File: src/rtl/snic_imem_loader.sv
// snic_imem_loader: AXI-Lite write initiator that loads program words
// into SNIC IMEM, holding the core via the boot word until load completes.
module snic_imem_loader #(
    parameter logic [31:0] IMEM_BASE       = 32'h0000_0000,
    parameter logic [31:0] IMEM_SIZE_BYTES = 32'h0001_0000,
    parameter int unsigned B_TIMEOUT       = 1024
) (
    input  logic        core_clk,
    input  logic        core_rst_n,
    input  logic        start,
    input  logic [31:0] s_word_tdata,
    input  logic        s_word_tvalid,
    output logic        s_word_tready,
    input  logic        s_word_tlast,
    output logic [31:0] m_axil_awaddr,
    output logic        m_axil_awvalid,
    input  logic        m_axil_awready,
    output logic [31:0] m_axil_wdata,
    output logic [3:0]  m_axil_wstrb,
    output logic        m_axil_wvalid,
    input  logic        m_axil_wready,
    input  logic [1:0]  m_axil_bresp,
    input  logic        m_axil_bvalid,
    output logic        m_axil_bready,
    output logic        busy,
    output logic        done,
    output logic        error,
    output logic [15:0] word_count
);

    typedef enum logic [3:0] {
        IDLE, HALT_REQ, HALT_RSP, FETCH, WR_REQ,
        WR_RSP, BOOT_REQ, BOOT_RSP, DONE, ERR
    } state_t;

    localparam logic [31:0] BOOT_ADDR = IMEM_BASE + IMEM_SIZE_BYTES - 32'd4;
    localparam logic [31:0] TO_LAST   = 32'(B_TIMEOUT) - 32'd1;

    state_t      state;
    state_t      state_n;
    logic [31:0] addr;
    logic [31:0] tcnt;
    logic        aw_pend;
    logic        w_pend;
    logic        last_q;

    logic idle_like;
    logic req_done;
    logic b_ok;
    logic b_bad;
    logic b_to;
    logic enter_req;

    assign idle_like = (state == IDLE) || (state == DONE) || (state == ERR);
    assign req_done  = (!aw_pend || m_axil_awready) && (!w_pend || m_axil_wready);
    assign b_ok      = m_axil_bvalid && (m_axil_bresp == 2'b00);
    assign b_bad     = m_axil_bvalid && (m_axil_bresp != 2'b00);
    assign b_to      = !m_axil_bvalid && (tcnt == TO_LAST);
    assign enter_req = (state_n != state) &&
                       ((state_n == HALT_REQ) || (state_n == WR_REQ) ||
                        (state_n == BOOT_REQ));

    assign m_axil_awvalid = aw_pend;
    assign m_axil_wvalid  = w_pend;
    assign m_axil_wstrb   = 4'hF;

    // state register
    always_ff @(posedge core_clk) begin
        if (!core_rst_n) state <= IDLE;
        else             state <= state_n;
    end

    // next-state: one write in flight, response gates the next step
    always_comb begin
        state_n = state;
        case (state)
            IDLE, DONE, ERR: if (start) state_n = HALT_REQ;
            HALT_REQ: if (req_done) state_n = HALT_RSP;
            HALT_RSP: begin
                if (b_ok)              state_n = FETCH;
                else if (b_bad || b_to) state_n = ERR;
            end
            FETCH: begin
                if (s_word_tvalid) begin
                    if (addr == BOOT_ADDR) state_n = ERR;
                    else                   state_n = WR_REQ;
                end
            end
            WR_REQ: if (req_done) state_n = WR_RSP;
            WR_RSP: begin
                if (b_ok)              state_n = last_q ? BOOT_REQ : FETCH;
                else if (b_bad || b_to) state_n = ERR;
            end
            BOOT_REQ: if (req_done) state_n = BOOT_RSP;
            BOOT_RSP: begin
                if (b_ok)              state_n = DONE;
                else if (b_bad || b_to) state_n = ERR;
            end
            default: state_n = IDLE;
        endcase
    end

    // state-decoded outputs
    always_comb begin
        s_word_tready = (state == FETCH);
        m_axil_bready = (state == HALT_RSP) || (state == WR_RSP) ||
                        (state == BOOT_RSP);
        busy          = !idle_like;
        done          = (state == DONE);
        error         = (state == ERR);
    end

    // datapath: address/data capture, handshake flags, counters
    always_ff @(posedge core_clk) begin
        if (!core_rst_n) begin
            addr          <= 32'd0;
            tcnt          <= 32'd0;
            aw_pend       <= 1'b0;
            w_pend        <= 1'b0;
            last_q        <= 1'b0;
            word_count    <= 16'd0;
            m_axil_awaddr <= 32'd0;
            m_axil_wdata  <= 32'd0;
        end else begin
            if (idle_like && start) begin
                addr       <= IMEM_BASE;
                word_count <= 16'd0;
            end
            if (enter_req) begin
                aw_pend <= 1'b1;
                w_pend  <= 1'b1;
            end else begin
                if (aw_pend && m_axil_awready) aw_pend <= 1'b0;
                if (w_pend && m_axil_wready)   w_pend  <= 1'b0;
            end
            if (enter_req) begin
                case (state_n)
                    HALT_REQ: begin
                        m_axil_awaddr <= BOOT_ADDR;
                        m_axil_wdata  <= 32'd0;
                    end
                    WR_REQ: begin
                        m_axil_awaddr <= addr;
                        m_axil_wdata  <= s_word_tdata;
                    end
                    default: begin
                        m_axil_awaddr <= BOOT_ADDR;
                        m_axil_wdata  <= 32'd1;
                    end
                endcase
            end
            if (state == FETCH && s_word_tvalid) last_q <= s_word_tlast;
            if (state == WR_RSP && b_ok) begin
                addr <= addr + 32'd4;
                if (word_count != 16'hFFFF) word_count <= word_count + 16'd1;
            end
            if (m_axil_bready && state_n == state) tcnt <= tcnt + 32'd1;
            else                                   tcnt <= 32'd0;
        end
    end

endmodule

File: config.mk
export PLATFORM = sky130hd
export DESIGN_NAME = snic_imem_loader
export DESIGN_NICKNAME = d
export VERILOG_FILES = /design/src/rtl/snic_imem_loader.sv
export SDC_FILE = /design/constraint.sdc
export NUM_CORES = 1
export LEC_CHECK = 0
export ABC_AREA = 1
export BUFFER_PORTS_ARGS = -buffer_cell sky130_fd_sc_hd__buf_2
export CORE_ASPECT_RATIO = 0.6
export CORE_MARGIN = 3
export CORE_UTILIZATION = 55
export CTS_CLUSTER_SIZE = 10
export DETAILED_ROUTE_END_ITERATION = 6
export MAX_ROUTING_LAYER = met4
export PLACE_DENSITY = 0.84
export SKIP_CTS_REPAIR_TIMING = 1
export SYNTH_ARGS = -nofsm -noshare
export SYNTH_HDL_FRONTEND = slang
export SYNTH_SLANG_ARGS = --single-unit
File: constraint.sdc
create_clock -name core_clk -period 4 [get_ports core_clk]
set_clock_uncertainty 0.05 [all_clocks]
set_input_delay 0.8 -clock core_clk [delete_from_list [all_inputs] [get_ports core_clk]]
set_output_delay 0.8 -clock core_clk [all_outputs]
set_load 0.05 [all_outputs]
==> impl_metrics.yaml, run 1 <==
power:
  vdd_ir_drop_max_uv: 260
  powerDensity_nw_per_um2: 514
  leakagePower_nw: 4.06
worst_hold_path:
  holdCritPathClass: "register to register"
  hold_depth: 1
  min_to: "tcnt[0]"
  worstHoldStart: "tcnt[0]"
detailed_routing:
  wl_per_cell_um: 13.4
  num_vias: 7880
  drcViolationCount: 0
  routed_wl_um: 19800
  drtIter0Drc: 808
  antenna_left: 0
  viasPerCell: 5.34
  dr.pass1.iters: 6
die:
  core-area_sq_um: 13300
  die_area_sq_um: 15600
  pin_count: 133
  initial_core_util: 0.584
  die_w_um: 159
  fp.dieH_um: 98.0
  num_rows: 32
placed_design:
  routabilityCongestion: 0.980
  portBuffers: 128
  dp_hpwl_um: 13800
grt:
  grt.overflow.total: 0
  met2_usage: 0.359
  grt_pass1_vias: 6843
  met1_usage: 0.373
  grt_pass1_wl_um: 32900
  grt_start_max_net_pins: 101
  grt_use_total: 0.257
  grt_busiest_layer: "met1"
  antenna_found_initial: 0
  grt_util_met3: 0.0627
worst_setup_path:
  r2r_end: "m_axil_awaddr[6]"
  reg2reg_depth: 15
  reg2reg_from: "tcnt[0]"
  cp_slowest_stage_delay_ps: 570
  setup.worst_path.start_class: "register"
  arrival_ps: 3310
  slowest_stage: "buf_4"
  worst-setup-path-type: "register to register"
  cp_cell_sequence: "ha_1 -> nand2_1 -> nor2_2 -> nand3_1 -> nor2_1 -> nand3_1 -> nand3_2 -> nand2_2 -> nand2_1 -> nand2_1 -> nand3_4 -> buf_4 -> nand3_1 -> nand2_1 -> nor2_1"
  crit_path_end_kind: "register"
  r2r_setup_slack_ps: 940
  path_max_fanout: 64
  required_ps: 4250
  cpMostUsedCell: "nand2_1"
logic_synthesis:
  synth.most_common_cell: "nand2_1"
  synth_top_area_share: 0.382
  netlist_top_cells_area: "dfxtp_1, nand2_1, nor2_1"
  ys_seq_area_frac: 0.382
  synth_common_cells: "nand2_1, nor2_1, dfxtp_1"
  syn_area_per_cell_sq_um: 6.59
  synthFlopType: "dfxtp_1"
  synth_seq_cells: 148
  syn_area_sq_um: 7760
  synth_edf_count: 0
  ys_async_sr_fraction: 0
  synth_cells: 1178
  ys_warn_count: 0
  synthDistinctLibCells: 42
  synth_top_area_cell: "dfxtp_1"
outcome:
  status: "completed"
clock_tree:
  cts_buffers: 17
  cts.clk_slew.worst_paths_ps: 60
  htree_levels: 4
  cts_buffer_depth: 2
  numClockSinks: 148
  clockRootBuffer: "clkbuf_16"
  insertion_delay_ps: 420
  cts_tree: "yes"
timing:
  hold_violations: 0
  fmax_mhz: 327
  period_share: 0.765
  finalSetupViolations: 0
  min_period_ps: 3060
  worst_hold_slack_ps: 399
  finalSetupTns_ps: 0
  rsz0062_at_grt: "false"
  slew_viol_final: 0
  slew_headroom: 0.479
  tightest_slew_ps: 774
cells_and_area:
  area_growth_pct: 16.0
  nets: 1322
  layout-drive-gt1-share: 0.157
  antenna_cells: 0
run:
  maxCapViolCount: 0
[through the flow]
step	setup slack (ps)	utilization	total power, mW	cell area (sq um)	std cells
after floorplan	1510	-	2.81	7770	1181
after global placement	922	0.633	3.02	8410	1444
after detailed placement	812	0.633	3.04	8410	1444
after CTS	992	0.677	4.64	9000	1476
after global routing	604	0.677	4.85	9000	1476
final	940	0.677	4.63	9000	1476
[registers in the layout, summed over array words and instances (netlist names)]
register / flops
word_count: 16
tcnt: 32
m_axil_wvalid: 1
state: 4
last_q: 1
m_axil_awaddr: 31
addr: 30
m_axil_awvalid: 1
m_axil_wdata: 32
[how the worst max path moves through the flow]
| stage | from | end | slack [ps] |
|---|---|---|---|
| after detailed placement | m_axil_bresp[1] | m_axil_awaddr[14] | 810 |
| final | tcnt[0] | m_axil_awaddr[6] | 940 |
| after global routing | tcnt[0] | m_axil_awaddr[3] | 600 |
| after global placement | s_word_tvalid | m_axil_wdata[18] | 920 |
| after floorplan | word_count[0] | word_count[15] | 1510 |
| after CTS | tcnt[0] | m_axil_awaddr[6] | 990 |
[worst max-delay path, delay by kind of cell, from the launching register on]
family | cells | cell delay, ps
adder cells (fa/ha/maj) | 1 | 200
flip-flops | 1 | 350
buffers and inverters | 1 | 570
AND/OR/NAND/NOR | 13 | 1720
[cell families (layout without fill, tap and decap cells)]
kind of cell,count (synthesis),count (layout),synth area share
AOI/OAI and AO/OA,152,152,0.107
and+or+nand+nor,629,629,0.351
buffers and inverters,213,321,0.117
adders and majority gates,4,4,0.00645
xor gates and xnor gates,31,31,0.0350
other,1,4,0.000483
DFF,148,148,0.382
[power breakdown]
part | internal [mW] | total, mW | leakage (nW) | switching, mW
Combinational | 0.312 | 1.32 | 2.57 | 1.01
Clock | 0.983 | 1.62 | 0.281 | 0.633
Sequential | 1.61 | 1.69 | 1.20 | 0.0758
[metal layers]
layer  wire (um)  share of wire
met4         170         0.0086
met5           0              0
met1        9720           0.49
met3        1900          0.096
met2        8040           0.41
[cell usage in the layout, fill, tap and decap left out, drive strengths merged, types with 4 or more instances in the layout]
cell type  Yosys  final
nand3        130    130
nor3          30     30
a211oi         7      7
a21oi         96     96
xor2          26     26
nor2         199    199
inv          149    151
nand2        236    236
clkinv         0      4
xnor2          5      5
nor4          11     11
ha             4      4
buf           48    140
dfxtp        148    148
o21ai         33     33
clkbuf        16     20
nand4         16     16
nand3b         4      4
conb           1      4
[cell type report]
type                            instances  area, sq um
Fill cell                            1178         4290
Sequential cell                       148         2960
Timing Repair Buffer                  140          743
Clock buffer                           20          437
Clock inverter                         12          154
Inverter                              149          559
Tap cell                              187          234
Multi-Input combinational cell        820         3910
Note: power is estimated with default switching activity, not from simulation.
==> inputs of run 2 (changes only) <==
--- a/config.mk
+++ b/config.mk
@@ -9,11 +9,11 @@
 export BUFFER_PORTS_ARGS = -buffer_cell sky130_fd_sc_hd__buf_2
 export CORE_ASPECT_RATIO = 0.6
 export CORE_MARGIN = 3
-export CORE_UTILIZATION = 55
+export CORE_UTILIZATION = 51
 export CTS_CLUSTER_SIZE = 10
 export DETAILED_ROUTE_END_ITERATION = 6
 export MAX_ROUTING_LAYER = met4
-export PLACE_DENSITY = 0.84
+export PLACE_DENSITY = 0.82
 export SKIP_CTS_REPAIR_TIMING = 1
 export SYNTH_ARGS = -nofsm -noshare
 export SYNTH_HDL_FRONTEND = slang
==> constraint.sdc (replaced) <==
create_clock -name core_clk -period 2.7 [get_ports core_clk]
set_clock_uncertainty 0.05 [all_clocks]
set_input_delay 0.54 -clock core_clk [delete_from_list [all_inputs] [get_ports core_clk]]
set_output_delay 0.54 -clock core_clk [all_outputs]
set_load 0.05 [all_outputs]
==> run 2 against run 1 <==
- final cell count is 1.8% higher
- non-clock buffer count is 15 higher
- clock power up 30%
- via count hardly changed
- combinational power rose by 58%
- sequential share of layout area decreased by 0.48 points
==> impl_metrics.yaml, run 2 (synthesized netlist as in run 1, its figures left out) <==
placed_design:
  portBuffers: 128
  dp_hpwl_um: 13900
  routabilityCongestion: 0.975
power:
  vdd_ir_drop_max_uv: 452
  leakagePower_nw: 4.11
  power_mw: 6.68
  powerDensity_nw_per_um2: 732
timing:
  finalSetupViolations: 0
  min_period_ps: 2490
  period_share: 0.923
  tightest_slew_ps: 645
  finalSetupTns_ps: 0
  hold_violations: 0
  slew_headroom: 0.570
  fmax_mhz: 401
  slew_viol_final: 0
cells_and_area:
  reg_top3: "m_axil_wdata (32), tcnt (32), m_axil_awaddr (31)"
  final_common_cell: "nand2_1"
  most-common-layout-cells: "nand2_1, nor2_1, dfxtp_1"
  layout-drive-gt1-share: 0.171
  antenna_cells: 0
  postLayoutCoreUtil: 0.622
  nets: 1340
  area_growth_pct: 17.7
worst_hold_path:
  holdCritPathClass: "input pin to register"
  min_to: "m_axil_awvalid"
  hold_depth: 4
  worstHoldStart: "m_axil_awready"
grt:
  antenna_found_initial: 0
  grt.overflow.total: 0
  grt_pass1_vias: 6742
  grt_pass1_wl_um: 32600
  grt_start_max_net_pins: 101
  grt_use_total: 0.247
detailed_routing:
  routed_wl_um: 20400
  drcViolationCount: 0
  wl_per_cell_um: 13.6
  dr.pass1.iters: 5
  antenna_left: 0
  num_vias: 7887
  drtIter0Drc: 813
  viasPerCell: 5.25
worst_setup_path:
  worst-setup-path-type: "register to register"
  reg2reg_depth: 17
  setup.worst_path.start_class: "register"
  r2r_end: "m_axil_wdata[19]"
  required_ps: 3000
  path_max_fanout: 6
  reg2reg_from: "addr[2]"
  crit_path_end_kind: "register"
  arrival_ps: 2790
  r2r_setup_slack_ps: 210
clock_tree:
  cts_buffers: 17
  cts.clk_slew.worst_paths_ps: 60
  clockRootBuffer: "clkbuf_16"
  insertion_delay_ps: 420
  numClockSinks: 148
  cts_buffer_depth: 2
  htree_levels: 4
  cts_tree: "yes"
die:
  num_rows: 34
  pin_count: 133
  initial_core_util: 0.529
  fp.dieH_um: 102
  die_area_sq_um: 16800
  core-area_sq_um: 14700
  die_w_um: 165
run:
  maxCapViolCount: 0
outcome:
  status: "completed"
==> run 2: changes by cell type in the layout (fill, tap and decap cells not counted), moves of 2 or more <==
cell        previous run  this run
inv_6                  2         0
nand2_1              225       223
bufinv_16              3         0
buf_4                 11        23
clkinvlp_4             3         6
==> run 2: layer usage <==
layer | up-vias | routed length, um | GRT usage
li1 | 4005 | - | -
met5 | - | 0 | -
met4 | 0 | 199 | 0.0593
met1 | 3536 | 9960 | 0.361
met2 | 324 | 8340 | 0.339
met3 | 22 | 1910 | 0.0613
==> run 2: critical path: stages (launching register included) <==
cell	delay, ps
dfxtp_1	450
ha_1	200
nand2_1	50
nor2_1	90
nand2_1	70
nor2_1	180
nand3_1	160
nand2_1	110
inv_2	50
nand2_4	90
nand2_1	60
nand2_2	140
nand3_4	170
buf_4	200
buf_4	130
nand3_1	50
nand2_1	50
nor2_1	130
==> run 2: power by group <==
group	total [mW]	switching, mW	internal [mW]
clock network	2.10	0.914	1.18
registers	2.50	0.112	2.39
logic	2.08	1.53	0.549
==> run 2: stage by stage <==
step / worst slack, ps / area [sq um] / cells / hold slack (ps)
after floorplan: 206 / 7770 / 1181 / 368
after global placement: 212 / 8520 / 1465 / 379
after detailed placement: 134 / 8520 / 1465 / 386
after CTS: 148 / 9030 / 1495 / 337
after global routing: -2.62 / 9130 / 1503 / 378
final: 207 / 9130 / 1503 / 351
==> run 2: worst max-delay path by stage <==
stage	slack [ps]	startpoint	endpoint
after detailed placement	130	s_word_tvalid	tcnt[3]
final	210	addr[2]	m_axil_wdata[19]
after global placement	210	s_word_tvalid	tcnt[31]
after floorplan	210	word_count[0]	word_count[15]
after CTS	150	addr[2]	tcnt[3]
after global routing	-3	tcnt[0]	m_axil_awaddr[20]
==> run 2: area by class of cell <==
type                    instances  area (sq um)
clock inverters                 9          60.1
inverters                     149           563
clock buffers                  21           450
well taps                     198           248
multi-input cells             821          3940
fillers                      1411          5540
repair buffers                155           892
flip-flops and latches        148          2960
repair inverters                2          15.0
==> inputs of run 3 (changes only) <==
--- a/config.mk
+++ b/config.mk
@@ -13,7 +13,7 @@
 export CTS_CLUSTER_SIZE = 10
 export DETAILED_ROUTE_END_ITERATION = 6
 export MAX_ROUTING_LAYER = met4
-export PLACE_DENSITY = 0.82
+export PLACE_DENSITY = 0.88
 export SKIP_CTS_REPAIR_TIMING = 1
 export SYNTH_ARGS = -nofsm -noshare
 export SYNTH_HDL_FRONTEND = slang
==> run 3 against run 2 <==
- sequential power about the same
- critical endpoint is now m_axil_wdata[12]
- final cell count decreased by 0.40%
- power increased by 9.1%
- first-iteration DRC count decreased by 6.5%
- combinational power about the same
- clock power increased by 27%
- highest routed layer unchanged
- largest power group is now the clock network
- wire length increased by 4.3%
==> impl_metrics.yaml, run 3 (synthesized netlist as in run 1, its figures left out) <==
outcome:
  status: "completed"
grt:
  met2_usage: 0.345
  grt.overflow.total: 0
  met1_usage: 0.355
  grt_busiest_layer: "met1"
  grt_pass1_wl_um: 32800
  grt_util_met3: 0.0629
  antenna_found_initial: 0
  grt_start_max_net_pins: 101
  grt_pass1_vias: 6880
  grt_use_total: 0.247
die:
  num_rows: 34
  core-area_sq_um: 14700
  pin_count: 133
  fp.dieH_um: 102
  die_w_um: 165
  die_area_sq_um: 16800
  initial_core_util: 0.529
placed_design:
  routabilityCongestion: 0.964
  dp_hpwl_um: 13900
  place_area_sq_um: 8500
  portBuffers: 128
  place_ws_ps: 98.7
power:
  vdd_ir_drop_max_uv: 462
  leakagePower_nw: 4.19
  powerDensity_nw_per_um2: 786
cells_and_area:
  antenna_cells: 0
  fill_cells: 1282
  layout-drive-gt1-share: 0.166
  area_growth_pct: 19.6
  nets: 1333
  seqCellArea_sq_um: 2960
  final_common_cell: "nand2_1"
  most-common-layout-cells: "nand2_1, nor2_1, dfxtp_1"
  reg_top3: "m_axil_wdata (32), tcnt (32), m_axil_awaddr (31)"
  multi_input_area_sq_um: 3950
  fin_area_sq_um: 9280
detailed_routing:
  drtIter0Drc: 760
  routed_wl_um: 21300
  antenna_left: 0
  num_vias: 8025
  viasPerCell: 5.36
  dr.pass1.iters: 6
  drcViolationCount: 0
  wl_per_cell_um: 14.2
timing:
  slew_viol_final: 0
  slew_headroom: 0.544
  period_share: 0.942
  tightest_slew_ps: 678
  finalSetupViolations: 0
  min_period_ps: 2540
  finalSetupTns_ps: 0
  hold_violations: 0
  fin_ws_ps: 156
  fmax_mhz: 393
clock_tree:
  cts_tree: "yes"
  cts_buffers: 17
  htree_levels: 4
  numClockSinks: 148
  cts_buffer_depth: 2
  insertion_delay_ps: 410
  cts.clk_slew.worst_paths_ps: 60
  clockRootBuffer: "clkbuf_16"
worst_setup_path:
  worst-setup-path-type: "register to register"
  arrival_ps: 2800
  required_ps: 2960
  setup.worst_path.start_class: "register"
  path_max_fanout: 25
  crit_path_end_kind: "register"
worst_hold_path:
  holdCritPathClass: "input pin to register"
run:
  maxCapViolCount: 0
==> run 3: routing by layer <==
metal / vias to the layer above / share of wire / routed length [um]
li1: 3997 / - / -
met5: - / 0 / 0
met3: 20 / 0.11 / 2260
met1: 3620 / 0.47 / 9980
met4: 0 / 0.0081 / 172
met2: 388 / 0.42 / 8880
==> run 3: area by class of cell <==
| cell class | instances | area share |
|---|---|---|
| Clock inverter | 12 | 0.0245 |
| Multi-Input combinational cell | 820 | 0.426 |
| Clock buffer | 19 | 0.0467 |
| Timing Repair Buffer | 151 | 0.0966 |
| Sequential cell | 148 | 0.319 |
| Inverter | 149 | 0.0603 |
| Tap cell | 198 | 0.0267 |
==> run 3: worst max-delay path: stages, from the launching register on <==
cell       delay (ps)
dfxtp_1           360
ha_1              210
nand2_1           100
nor2_4            160
nand3_2           120
nor2_1            120
nand2_1            90
nand3_1            70
nand2_1           110
nand2_4           110
nand2_1            70
nand2_1           130
nand3_4           200
clkbuf_16         280
a21oi_1           170
nor2_1             70
==> run 3: path summary, 6_finish.rpt <==
path,start,end,slack [ps],depth (start not counted)
setup / recovery,tcnt[0],m_axil_wdata[12],160,15
hold / removal,m_axil_awready,m_axil_awvalid,350,4
setup reg to reg,tcnt[0],m_axil_wdata[12],160,15
hold reg to reg,tcnt[0],tcnt[0],410,1
==> run 3: power by group <==
part           internal, mW  switching, mW
clock                  1.73          0.936
sequential             2.39          0.116
combinational         0.542           1.57
total                  4.67           2.62
==> run 3: per-stage QoR <==
step | total power [mW] | cells | util | hold WS, ps
final | 7.29 | 1497 | 0.632 | 349
after global routing | 7.61 | 1497 | 0.632 | 347
after CTS | 7.18 | 1494 | 0.624 | 333
after detailed placement | 4.52 | 1463 | 0.579 | 387
after global placement | 4.49 | 1463 | 0.579 | 380
after floorplan | 4.16 | 1181 | - | 368
